<file path="config.mk">
export PLATFORM = sky130hd
export DESIGN_NAME = prover_compute_v_early_seq
export DESIGN_NICKNAME = d
export VERILOG_FILES = /design/src/rtl/prover_seq_pkg.sv /design/src/rtl/prover_seq_counter.sv /design/src/rtl/prover_compute_v_early_seq.sv
export SDC_FILE = /design/constraint.sdc
export NUM_CORES = 1
export LEC_CHECK = 0
export CELL_PAD_IN_SITES_DETAIL_PLACEMENT = 1
export CELL_PAD_IN_SITES_GLOBAL_PLACEMENT = 1
export CORE_AREA = 5 5 198 200
export DETAILED_ROUTE_END_ITERATION = 8
export DIE_AREA = 0 0 203 205
export PLACE_DENSITY = 0.82
export SLEW_MARGIN = 20
export SYNTH_ARGS = -nofsm -noshare
export SYNTH_HDL_FRONTEND = slang
export SYNTH_SLANG_ARGS = --single-unit
</file>
<file path="constraint.sdc">
create_clock -name clk -period 3.3 [get_ports clk]
set_input_delay 0.66 -clock clk [delete_from_list [all_inputs] [get_ports clk]]
set_output_delay 0.66 -clock clk [all_outputs]
set_load 0.01 [all_outputs]
</file>
<file path="src/rtl/prover_seq_pkg.sv">
// Shared types and derived constants for the prover compute-V early sequencer.
`ifndef F_NBITS
`define F_NBITS 61
`endif

package prover_seq_pkg;

  localparam int F_NBITS = `F_NBITS;

  typedef enum logic [2:0] {
    ST_IDLE,
    ST_LOAD,
    ST_FEED,
    ST_DRAIN,
    ST_INTERP,
    ST_CAPT
  } seq_state_e;

  // Number of beta batches fed to the gates bank per round.
  function automatic int beta_per(input int n_copy_bits, input int n_par_bits);
    return 1 << (n_copy_bits - n_par_bits - 1);
  endfunction

  // Batch counter width; never narrower than one bit.
  function automatic int batch_width(input int n_copy_bits, input int n_par_bits);
    return (n_copy_bits - n_par_bits - 1 > 1) ? (n_copy_bits - n_par_bits - 1) : 1;
  endfunction

endpackage

</file>
<file path="src/rtl/prover_seq_counter.sv">
// Up-counter with synchronous clear, increment and terminal-count flag.
module prover_seq_counter #(
  parameter int WIDTH = 1
) (
  input  logic             clk,
  input  logic             rst,
  input  logic             clear,
  input  logic             incr,
  input  logic [WIDTH-1:0] last,
  output logic [WIDTH-1:0] count,
  output logic             at_last
);

  logic [WIDTH-1:0] count_q;
  logic [WIDTH-1:0] count_d;

  // Clear wins over increment so a new run always starts from zero.
  always_comb begin
    count_d = count_q;
    if (clear) begin
      count_d = '0;
    end else if (incr) begin
      count_d = count_q + WIDTH'(1);
    end
  end

  // Count register with synchronous reset.
  always_ff @(posedge clk) begin
    if (rst) begin
      count_q <= '0;
    end else begin
      count_q <= count_d;
    end
  end

  assign count   = count_q;
  assign at_last = (count_q == last);

endmodule

</file>
<file path="src/rtl/prover_compute_v_early_seq.sv">
// Sequencer for the early compute-V phase: loads betas, feeds the gates bank,
// drains, interpolates and captures one set of cubic coefficients per round.
module prover_compute_v_early_seq
  import prover_seq_pkg::*;
#(
  parameter int nCopyBits  = 3,
  parameter int nParBits   = 1,
  parameter int nRoundBits = 6
) (
  input  logic                           clk,
  input  logic                           rst,
  input  logic                           start,
  input  logic [nRoundBits-1:0]          n_rounds,
  input  logic                           src_valid,
  output logic                           src_req,
  input  logic [(1<<nParBits)-1:0]       bank_in_ready,
  input  logic                           bank_out_ready,
  input  logic [3:0][F_NBITS-1:0]        bank_c,
  output logic [3:0]                     beta_en,
  output logic [(1<<nParBits)-1:0]       en,
  output logic                           interp_en,
  output logic [nRoundBits-1:0]          round_idx,
  output logic [3:0][F_NBITS-1:0]        c_out,
  output logic                           round_done,
  output logic                           busy,
  output logic                           done
);

  localparam int nParallel = 1 << nParBits;
  localparam int nBetaPer  = beta_per(nCopyBits, nParBits);
  localparam int BATCH_W   = batch_width(nCopyBits, nParBits);

  if (nCopyBits - nParBits < 1) begin : g_bad_params
    $error("prover_compute_v_early_seq: nCopyBits-nParBits must be >= 1");
  end

  seq_state_e                state_q, state_d;
  logic [nRoundBits-1:0]     n_rounds_q, n_rounds_d;
  logic                      first_q, first_d;
  logic [3:0]                beta_en_q, beta_en_d;
  logic [nParallel-1:0]      en_q, en_d;
  logic                      interp_en_q, interp_en_d;
  logic                      src_req_q, src_req_d;
  logic                      round_done_q, round_done_d;
  logic                      done_q, done_d;
  logic [3:0][F_NBITS-1:0]   c_out_q, c_out_d;

  logic                      batch_clear, batch_incr, batch_last;
  logic [BATCH_W-1:0]        batch_count;
  logic                      round_clear, round_incr, round_last;
  logic [nRoundBits-1:0]     round_count;

  prover_seq_counter #(.WIDTH(BATCH_W)) u_batch_cnt (
    .clk     (clk),
    .rst     (rst),
    .clear   (batch_clear),
    .incr    (batch_incr),
    .last    (BATCH_W'(nBetaPer - 1)),
    .count   (batch_count),
    .at_last (batch_last)
  );

  prover_seq_counter #(.WIDTH(nRoundBits)) u_round_cnt (
    .clk     (clk),
    .rst     (rst),
    .clear   (round_clear),
    .incr    (round_incr),
    .last    (n_rounds_q - nRoundBits'(1)),
    .count   (round_count),
    .at_last (round_last)
  );

  // Next-state and registered-pulse logic. The round index advances on the
  // first ST_LOAD cycle after a capture, so round_idx still names the round
  // whose coefficients appear on c_out while round_done is high.
  always_comb begin
    state_d      = state_q;
    n_rounds_d   = n_rounds_q;
    first_d      = first_q;
    beta_en_d    = '0;
    en_d         = '0;
    interp_en_d  = 1'b0;
    src_req_d    = 1'b0;
    round_done_d = 1'b0;
    done_d       = 1'b0;
    c_out_d      = c_out_q;
    batch_clear  = 1'b0;
    batch_incr   = 1'b0;
    round_clear  = 1'b0;
    round_incr   = (state_q == ST_LOAD) && round_done_q;

    case (state_q)
      ST_IDLE: begin
        if (start) begin
          if (n_rounds != '0) begin
            n_rounds_d  = n_rounds;
            batch_clear = 1'b1;
            round_clear = 1'b1;
            src_req_d   = 1'b1;
            state_d     = ST_LOAD;
          end else begin
            done_d = 1'b1;
          end
        end
      end
      ST_LOAD: begin
        if (src_valid) begin
          beta_en_d = 4'b1111;
          state_d   = ST_FEED;
        end
      end
      ST_FEED: begin
        if ((&bank_in_ready) && src_valid) begin
          en_d = '1;
          if (!batch_last) begin
            batch_incr = 1'b1;
            src_req_d  = 1'b1;
          end else begin
            first_d = 1'b1;
            state_d = ST_DRAIN;
          end
        end
      end
      ST_DRAIN: begin
        if (first_q) begin
          first_d = 1'b0;
        end else if (bank_out_ready) begin
          interp_en_d = 1'b1;
          first_d     = 1'b1;
          state_d     = ST_INTERP;
        end
      end
      ST_INTERP: begin
        if (first_q) begin
          first_d = 1'b0;
        end else if (bank_out_ready) begin
          state_d = ST_CAPT;
        end
      end
      ST_CAPT: begin
        c_out_d      = bank_c;
        round_done_d = 1'b1;
        if (round_last) begin
          done_d  = 1'b1;
          state_d = ST_IDLE;
        end else begin
          batch_clear = 1'b1;
          src_req_d   = 1'b1;
          state_d     = ST_LOAD;
        end
      end
      default: begin
        state_d = ST_IDLE;
      end
    endcase
  end

  // State, latched round count, coefficient and pulse registers.
  always_ff @(posedge clk) begin
    if (rst) begin
      state_q      <= ST_IDLE;
      n_rounds_q   <= '0;
      first_q      <= 1'b0;
      beta_en_q    <= '0;
      en_q         <= '0;
      interp_en_q  <= 1'b0;
      src_req_q    <= 1'b0;
      round_done_q <= 1'b0;
      done_q       <= 1'b0;
      c_out_q      <= '0;
    end else begin
      state_q      <= state_d;
      n_rounds_q   <= n_rounds_d;
      first_q      <= first_d;
      beta_en_q    <= beta_en_d;
      en_q         <= en_d;
      interp_en_q  <= interp_en_d;
      src_req_q    <= src_req_d;
      round_done_q <= round_done_d;
      done_q       <= done_d;
      c_out_q      <= c_out_d;
    end
  end

  assign src_req    = src_req_q;
  assign beta_en    = beta_en_q;
  assign en         = en_q;
  assign interp_en  = interp_en_q;
  assign round_idx  = round_count;
  assign c_out      = c_out_q;
  assign round_done = round_done_q;
  assign done       = done_q;
  assign busy       = (state_q != ST_IDLE);

endmodule

</file>
==> metrics.txt, run 1 <==
# TYPE chip_impl_metric gauge
chip_impl_info{name="status",value="finished, final reports clean"} 1
chip_impl_info{name="critPathCaptureType",value="primary output"} 1
chip_impl_metric{name="proportion_of_layout_cells_with_a_drive_suffix_above_1",unit=""} 0.0404
chip_impl_metric{name="routabilityCongestion",unit=""} 0.800
chip_impl_info{name="min_from",value="c_out[211]"} 1
chip_impl_metric{name="synth-seq-cells",unit=""} 267
chip_impl_metric{name="holdWs",unit="ns"} 0.451
chip_impl_metric{name="postSynthAreaPerCell",unit="µm²"} 7.95
chip_impl_metric{name="numPortBuffers",unit=""} 517
chip_impl_metric{name="ant_nets",unit=""} 0
chip_impl_info{name="worstHoldPathType",value="reg2reg"} 1
chip_impl_metric{name="cp_data_required_time",unit="ns"} 2.64
chip_impl_metric{name="detailed_place_hpwl",unit="µm"} 29100
chip_impl_info{name="min_to",value="c_out[211]"} 1
chip_impl_info{name="crit-reg2reg-capture",value="c_out[201]"} 1
chip_impl_metric{name="route.detailed.vias_per_inst",unit=""} 4.58
chip_impl_metric{name="hold_depth",unit=""} 2
chip_impl_metric{name="number_of_top_level_design_ports",unit=""} 518
chip_impl_metric{name="area_growth",unit="%"} 69.0
chip_impl_metric{name="max_fo_critical_path",unit=""} 16
chip_impl_metric{name="detail_route.drc_violations",unit=""} 0
chip_impl_metric{name="setup_tns",unit="ns"} 0
chip_impl_metric{name="die_height",unit="µm"} 205
chip_impl_metric{name="core_area",unit="mm²"} 0.0372
chip_impl_metric{name="number_of_distinct_library_cells_after_synthesis",unit=""} 41
chip_impl_metric{name="timing.max_slew.rel_slack",unit=""} 0.436
chip_impl_metric{name="grt_antenna_before_repair",unit=""} 1
chip_impl_metric{name="maxClockFrequency",unit="MHz"} 371
chip_impl_metric{name="irDropWorstVdd",unit="mV"} 0.378
chip_impl_metric{name="reg2reg_slack",unit="ns"} 0.89
chip_impl_info{name="timing.rr.start",value="state_q[1]"} 1
chip_impl_metric{name="synth_edf_count",unit=""} 0
chip_impl_metric{name="fill_cells",unit=""} 4359
chip_impl_metric{name="maxSlewViolCount",unit=""} 0
chip_impl_metric{name="rr_worst_depth",unit=""} 4
chip_impl_metric{name="clock_tree.htree_level_count",unit=""} 1
chip_impl_metric{name="hold_viol_final",unit=""} 0
chip_impl_info{name="rsz_0062_raised_after_global_routing",value="no"} 1
chip_impl_metric{name="layout_setup_ws",unit="ns"} 0.605
chip_impl_metric{name="finalSetupViolations",unit=""} 0
chip_impl_metric{name="drt_first_pass_iters",unit=""} 4
chip_impl_metric{name="clock_path_buffers",unit=""} 3
chip_impl_metric{name="finish.net_count",unit=""} 1928
chip_impl_metric{name="drt_wl_total",unit="µm"} 39800
chip_impl_metric{name="synth_instances",unit=""} 1195
chip_impl_metric{name="syn_area",unit="mm²"} 0.00950
chip_impl_metric{name="clkSlewWorstSetupHoldPaths",unit="ns"} 0.06
chip_impl_metric{name="timing.final.crit_share",unit=""} 0.817
chip_impl_info{name="synth_area_leaders",value="sky130_fd_sc_hd__dfxtp_1, sky130_fd_sc_hd__nand2_1, sky130_fd_sc_hd__a21oi_1, sky130_fd_sc_hd__clkbuf_1, sky130_fd_sc_hd__buf_2"} 1
chip_impl_metric{name="pwr-share-seq",unit=""} 0.446
chip_impl_metric{name="syn_nets",unit=""} 1454
chip_impl_metric{name="power.leakage",unit="nW"} 5.36
chip_impl_metric{name="largest_net_degree_at_the_start_of_global_routing",unit=""} 117
chip_impl_metric{name="grt_first_pass_wirelength",unit="µm"} 59900
chip_impl_metric{name="power.net_switching",unit="mW"} 1.82
chip_impl_info{name="critical_path.startpoint_type",value="flip-flop"} 1
chip_impl_metric{name="tritoncts.num_buffers",unit=""} 31
chip_impl_metric{name="final_core_utilization",unit=""} 0.431
chip_impl_info{name="post-synth-top-area-cell",value="sky130_fd_sc_hd__dfxtp_1"} 1
chip_impl_metric{name="drtIter0Drc",unit=""} 325
chip_impl_metric{name="finClkSkew",unit="ns"} 0.00631
chip_impl_metric{name="synth_warnings",unit=""} 0
chip_impl_info{name="cts.root.buffer_cell",value="sky130_fd_sc_hd__clkbuf_16"} 1
chip_impl_metric{name="dieWidth",unit="µm"} 203
chip_impl_metric{name="async_flop_share",unit=""} 0
chip_impl_metric{name="std_cell_rows",unit=""} 71
chip_impl_metric{name="avgRoutedWirePerCell",unit="µm"} 18.4
chip_impl_metric{name="powerDensity",unit="mW/mm²"} 472
chip_impl_metric{name="count_of_instances_resized_after_the_clock_tree_is_built",unit=""} 0
chip_impl_metric{name="post_cts_buffers",unit=""} 0
chip_impl_metric{name="floorplan.die_area",unit="mm²"} 0.0416
chip_impl_info{name="ys.flop_type",value="sky130_fd_sc_hd__dfxtp_1"} 1
chip_impl_metric{name="clock_power_share",unit=""} 0.434
chip_impl_metric{name="insertion_delay",unit="ns"} 0.56
chip_impl_metric{name="grt.total_usage",unit=""} 0.179
chip_impl_metric{name="sequential_share_of_the_synthesized_area",unit=""} 0.563
chip_impl_metric{name="maxCapViolCount",unit=""} 0
chip_impl_metric{name="synth_top_area_frac",unit=""} 0.563
chip_impl_metric{name="grt_remaining_overflow",unit=""} 0
chip_impl_metric{name="num_vias",unit=""} 9886
chip_impl_info{name="tritoncts",value="built"} 1
chip_impl_metric{name="power.internal",unit="mW"} 5.76
chip_impl_metric{name="crit_arrival",unit="ns"} 2.03
chip_impl_metric{name="initial_core_util",unit=""} 0.255
chip_impl_metric{name="post-route-min-period",unit="ns"} 2.69
chip_impl_metric{name="worst_slew_pin_slew",unit="ns"} 0.846
chip_impl_metric{name="place_worst_setup_slack",unit="ns"} 0.934
chip_impl_metric{name="post_cts_hold_buffer_count",unit=""} 0
chip_impl_metric{name="power.switching_fraction",unit=""} 0.240
chip_impl_info{name="most-common-layout-cells",value="sky130_fd_sc_hd__clkdlybuf4s50_1, sky130_fd_sc_hd__nand2_1, sky130_fd_sc_hd__dfxtp_1"} 1
chip_impl_info{name="most_common_cell_after_layout_fill_and_taps_aside",value="sky130_fd_sc_hd__clkdlybuf4s50_1"} 1
chip_impl_info{name="critPathKind",value="reg2out"} 1
chip_impl_metric{name="via_count_of_the_first_global_routing_pass",unit=""} 10700
chip_impl_metric{name="pwr-share-comb",unit=""} 0.120
chip_impl_metric{name="cts.sink_count",unit=""} 267
==> worst max-delay path: stages, from the launching register on <==
cell and delay [ns]:
sky130_fd_sc_hd__dfxtp_1 0.73, sky130_fd_sc_hd__or3_1 0.20, sky130_fd_sc_hd__clkdlybuf4s50_1 0.54
==> per-layer routing <==
layer / vias up / track usage / part of all wire
li1: 4799 / - / -
met1: 4631 / 0.185 / 0.37
met2: 383 / 0.334 / 0.51
met3: 73 / 0.0681 / 0.095
met4: 0 / 0.0567 / 0.030
met5: - / 0 / 0
==> cell usage after synthesis, drive strengths merged (3+ instances only) <==
master   count
a2111oi      3
a21oi      246
buf         36
clkbuf      56
dfxtp      267
inv          5
mux2i        7
nand2      493
nand2b       4
nand4        4
nor2        23
nor3         5
or3          3
xnor2        6
xor2         8
==> through the flow <==
stage          area [µm²]  total power, mW  cells
5_1_grt             16100             7.88   2160
2_1_floorplan        9500             3.82   1195
4_1_cts             16000             7.69   2159
3_3_place_gp        15100             4.33   2110
6_report            16100             7.57   2160
3_5_place_dp        15100             4.36   2110
==> cell type report <==
cell class / count / area (µm²) / share of cell area
diodes: 1 / 2.50 / 0.000156
inverters: 5 / 18.8 / 0.00117
well taps: 474 / 593 / 0.0369
flip-flops and latches: 267 / 5350 / 0.333
clock buffers: 43 / 901 / 0.0561
clock inverters: 6 / 57.6 / 0.00359
multi-input cells: 831 / 3750 / 0.233
repair buffers: 533 / 5390 / 0.336
==> how the worst max path moves through the flow <==
stage	start	slack [ns]	depth (start not counted)	endpoint
floorplan	n_rounds_q[0]	1.53	7	done
global placement	n_rounds[3]	1.03	7	u_batch_cnt.count
detailed placement	state_q[1]	0.93	4	c_out[215]
CTS	state_q[1]	0.57	2	busy
global route	state_q[1]	0.53	2	busy
finish	state_q[1]	0.61	2	busy
==> state kept, by name (all words and copies together), names as in the netlist, 3 cells and up <==
register,count
u_round_cnt.count,6
n_rounds_q,6
c_out,244
state_q,3
==> power groups by stage <==
stage / Clock (mW) / Combinational [mW] / Sequential (mW)
2_1_floorplan: 0 / 0.396 / 3.42
3_3_place_gp: 0 / 0.886 / 3.44
3_5_place_dp: 0 / 0.912 / 3.45
4_1_cts: 3.39 / 0.921 / 3.38
5_1_grt: 3.51 / 0.980 / 3.39
6_report: 3.28 / 0.912 / 3.38
==> cell families (layout without fill, tap and decap cells) <==
group,Yosys count,count (layout),synth area share
other,0,1,0
adder cells (fa/ha/maj),2,2,0.00263
flip-flops,267,267,0.563
AO/OA/AOI/OAI,264,264,0.147
XOR/XNOR,14,14,0.0129
buffers and inverters,97,587,0.0437
AND/OR/NAND/NOR,544,544,0.223
multiplexers,7,7,0.00738
(Power assumes the default switching activity.)
==> run 2: changes to the inputs <==
--- a/config.mk
+++ b/config.mk
@@ -7,10 +7,10 @@
 export LEC_CHECK = 0
 export CELL_PAD_IN_SITES_DETAIL_PLACEMENT = 1
 export CELL_PAD_IN_SITES_GLOBAL_PLACEMENT = 1
-export CORE_AREA = 5 5 198 200
+export CORE_AREA = 5 5 200 202
 export DETAILED_ROUTE_END_ITERATION = 8
-export DIE_AREA = 0 0 203 205
-export PLACE_DENSITY = 0.82
+export DIE_AREA = 0 0 205 207
+export PLACE_DENSITY = 0.81
 export SLEW_MARGIN = 20
 export SYNTH_ARGS = -nofsm -noshare
 export SYNTH_HDL_FRONTEND = slang
==> constraint.sdc (replaced) <==
create_clock -name clk -period 2.7 [get_ports clk]
set_input_delay 0.54 -clock clk [delete_from_list [all_inputs] [get_ports clk]]
set_output_delay 0.54 -clock clk [all_outputs]
set_load 0.01 [all_outputs]
==> metrics.txt, run 2 (synthesized netlist as in run 1, its figures left out) <==
# TYPE chip_impl_metric gauge
chip_impl_metric{name="rr_worst_depth",unit=""} 5
chip_impl_metric{name="crit_arrival",unit="ns"} 1.98
chip_impl_metric{name="proportion_of_layout_cells_with_a_drive_suffix_above_1",unit=""} 0.0415
chip_impl_info{name="crit-reg2reg-capture",value="src_req"} 1
chip_impl_metric{name="grt.met3_usage",unit=""} 0.0718
chip_impl_metric{name="hold_viol_final",unit=""} 0
chip_impl_metric{name="hold_depth",unit=""} 2
chip_impl_metric{name="pwr-share-comb",unit=""} 0.116
chip_impl_info{name="most_common_cell_after_layout_fill_and_taps_aside",value="sky130_fd_sc_hd__clkdlybuf4s50_1"} 1
chip_impl_metric{name="grt_antenna_before_repair",unit=""} 3
chip_impl_metric{name="fill_cells",unit=""} 4515
chip_impl_metric{name="drt_wl_total",unit="µm"} 39700
chip_impl_metric{name="max_fo_critical_path",unit=""} 16
chip_impl_metric{name="timing.final.crit_share",unit=""} 0.934
chip_impl_metric{name="finalSetupViolations",unit=""} 0
chip_impl_metric{name="power.internal",unit="mW"} 7.24
chip_impl_metric{name="final_core_utilization",unit=""} 0.424
chip_impl_info{name="critical_path.startpoint_type",value="flip-flop"} 1
chip_impl_metric{name="groute.layer.met2.usage",unit=""} 0.313
chip_impl_metric{name="drtIter0Drc",unit=""} 296
chip_impl_info{name="tritoncts",value="built"} 1
chip_impl_info{name="critPathKind",value="reg2out"} 1
chip_impl_info{name="min_to",value="c_out[211]"} 1
chip_impl_metric{name="cp_data_required_time",unit="ns"} 2.16
chip_impl_metric{name="drt_first_pass_iters",unit=""} 4
chip_impl_metric{name="num_vias",unit=""} 9935
chip_impl_metric{name="grt_remaining_overflow",unit=""} 0
chip_impl_metric{name="dieWidth",unit="µm"} 205
chip_impl_metric{name="numPortBuffers",unit=""} 517
chip_impl_metric{name="core_area",unit="mm²"} 0.0381
chip_impl_metric{name="count_of_instances_resized_after_the_clock_tree_is_built",unit=""} 0
chip_impl_info{name="min_from",value="c_out[211]"} 1
chip_impl_metric{name="die_height",unit="µm"} 207
chip_impl_metric{name="cpPeakStageDelay",unit="ns"} 0.70
chip_impl_metric{name="power.leakage",unit="nW"} 5.39
chip_impl_metric{name="tritoncts.num_buffers",unit=""} 30
chip_impl_metric{name="maxClockFrequency",unit="MHz"} 396
chip_impl_metric{name="timing.max_slew.rel_slack",unit=""} 0.533
chip_impl_metric{name="placed_cells",unit=""} 2151
chip_impl_metric{name="post_cts_buffers",unit=""} 0
chip_impl_metric{name="route.detailed.vias_per_inst",unit=""} 4.50
chip_impl_info{name="cp_slowest_cell",value="sky130_fd_sc_hd__dfxtp_1"} 1
chip_impl_metric{name="insertion_delay",unit="ns"} 0.56
chip_impl_info{name="critPathCaptureType",value="primary output"} 1
chip_impl_metric{name="irDropWorstVdd",unit="mV"} 0.451
chip_impl_metric{name="area_growth",unit="%"} 70.1
chip_impl_info{name="timing.rr.start",value="state_q[2]"} 1
chip_impl_metric{name="std_cell_rows",unit=""} 72
chip_impl_metric{name="ant_nets",unit=""} 0
chip_impl_info{name="grt_most_used_layer",value="met2"} 1
chip_impl_info{name="status",value="finished, final reports clean"} 1
chip_impl_metric{name="power.total",unit="mW"} 9.47
chip_impl_metric{name="largest_net_degree_at_the_start_of_global_routing",unit=""} 123
chip_impl_metric{name="powerDensity",unit="mW/mm²"} 586
chip_impl_metric{name="worst_slew_pin_slew",unit="ns"} 0.701
chip_impl_info{name="rsz_0062_raised_after_global_routing",value="no"} 1
chip_impl_metric{name="maxSlewViolCount",unit=""} 0
chip_impl_metric{name="routabilityCongestion",unit=""} 0.776
chip_impl_metric{name="power.net_switching",unit="mW"} 2.22
chip_impl_info{name="startpoint",value="state_q[1]"} 1
chip_impl_metric{name="clock_tree.htree_level_count",unit=""} 1
chip_impl_metric{name="clock_path_buffers",unit=""} 3
chip_impl_metric{name="detail_route.drc_violations",unit=""} 0
chip_impl_info{name="cts.root.buffer_cell",value="sky130_fd_sc_hd__clkbuf_16"} 1
chip_impl_info{name="worstHoldPathType",value="reg2reg"} 1
chip_impl_metric{name="floorplan.die_area",unit="mm²"} 0.0424
chip_impl_metric{name="via_count_of_the_first_global_routing_pass",unit=""} 10800
chip_impl_metric{name="grt.total_usage",unit=""} 0.176
chip_impl_info{name="timing.critical_path.cells",value="or3_1, clkdlybuf4s50_1"} 1
chip_impl_metric{name="number_of_top_level_design_ports",unit=""} 518
chip_impl_metric{name="detailed_place_hpwl",unit="µm"} 29000
chip_impl_metric{name="avgRoutedWirePerCell",unit="µm"} 18.0
chip_impl_metric{name="finClkSkew",unit="ns"} 0.0218
chip_impl_metric{name="gr-usage-met1",unit=""} 0.190
chip_impl_metric{name="largest_register_ff_count",unit=""} 244
chip_impl_metric{name="pwr-share-seq",unit=""} 0.436
chip_impl_metric{name="clock_power_share",unit=""} 0.448
chip_impl_metric{name="reg2reg_slack",unit="ns"} 0.60
chip_impl_metric{name="grt_first_pass_wirelength",unit="µm"} 60500
chip_impl_metric{name="setup_tns",unit="ns"} 0
chip_impl_metric{name="post-route-min-period",unit="ns"} 2.52
chip_impl_metric{name="initial_core_util",unit=""} 0.249
chip_impl_metric{name="clkSlewWorstSetupHoldPaths",unit="ns"} 0.06
chip_impl_metric{name="stdcell_count",unit=""} 2208
chip_impl_metric{name="power.switching_fraction",unit=""} 0.235
chip_impl_metric{name="finish.net_count",unit=""} 1924
chip_impl_metric{name="holdWs",unit="ns"} 0.455
chip_impl_info{name="most-common-layout-cells",value="sky130_fd_sc_hd__clkdlybuf4s50_1, sky130_fd_sc_hd__nand2_1, sky130_fd_sc_hd__dfxtp_1"} 1
chip_impl_metric{name="cts.sink_count",unit=""} 267
chip_impl_metric{name="maxCapViolCount",unit=""} 0
chip_impl_metric{name="post_cts_hold_buffer_count",unit=""} 0
==> run 2: changes by cell type in the layout (fill, tap and decap cells not counted), sizes merged <==
| cell | previous run | this run |
|---|---|---|
| buf | 16 | 13 |
| bufinv | 1 | 3 |
| clkbuf | 44 | 45 |
| clkinv | 4 | 8 |
| clkinvlp | 1 | 0 |
| diode | 1 | 2 |
==> run 2: critical path: cells and delay by family, from the launching register on <==
| family | cells | cell delay (ns) |
|---|---|---|
| and+or+nand+nor | 1 | 0.20 |
| buffers and inverters | 1 | 0.54 |
| DFF | 1 | 0.70 |
==> run 2: cell type report <==
type | instances | area, µm² | share of cell area
clock inverter | 11 | 130 | 0.00806
inverter | 5 | 18.8 | 0.00116
sequential | 267 | 5350 | 0.331
tap | 518 | 648 | 0.0401
timing repair buffer | 530 | 5350 | 0.331
multi-input combinational | 831 | 3750 | 0.232
clock buffer | 44 | 905 | 0.0560
antenna | 2 | 5.00 | 0.000310
==> run 2: worst max-delay path by stage <==
stage	end	cells past startpoint	slack [ns]
2_1_floorplan	done	7	0.93
3_3_place_gp	u_batch_cnt.count	7	0.54
3_5_place_dp	u_batch_cnt.count	7	0.49
4_1_cts	busy	2	0.13
5_1_grt	busy	2	0.06
6_report	busy	2	0.18
==> run 2: power groups by stage <==
stage | clock, mW | sequential [mW] | combinational [mW]
5_1_grt | 4.56 | 4.14 | 1.19
3_5_place_dp | 0 | 4.21 | 1.10
3_3_place_gp | 0 | 4.21 | 1.08
6_report | 4.24 | 4.13 | 1.10
4_1_cts | 4.38 | 4.13 | 1.11
2_1_floorplan | 0 | 4.18 | 0.483
==> run 2: routing by layer <==
metal,up-vias,part of all wire
li1,4795,-
met1,4707,0.38
met2,355,0.50
met3,76,0.098
met4,2,0.030
met5,-,0.00033
==> run 2: stage by stage <==
step	setup WS (ns)	area, µm²
3_3_place_gp	0.544	15100
4_1_cts	0.132	16100
2_1_floorplan	0.931	9500
3_5_place_dp	0.492	15100
6_report	0.177	16200
5_1_grt	0.0588	16200
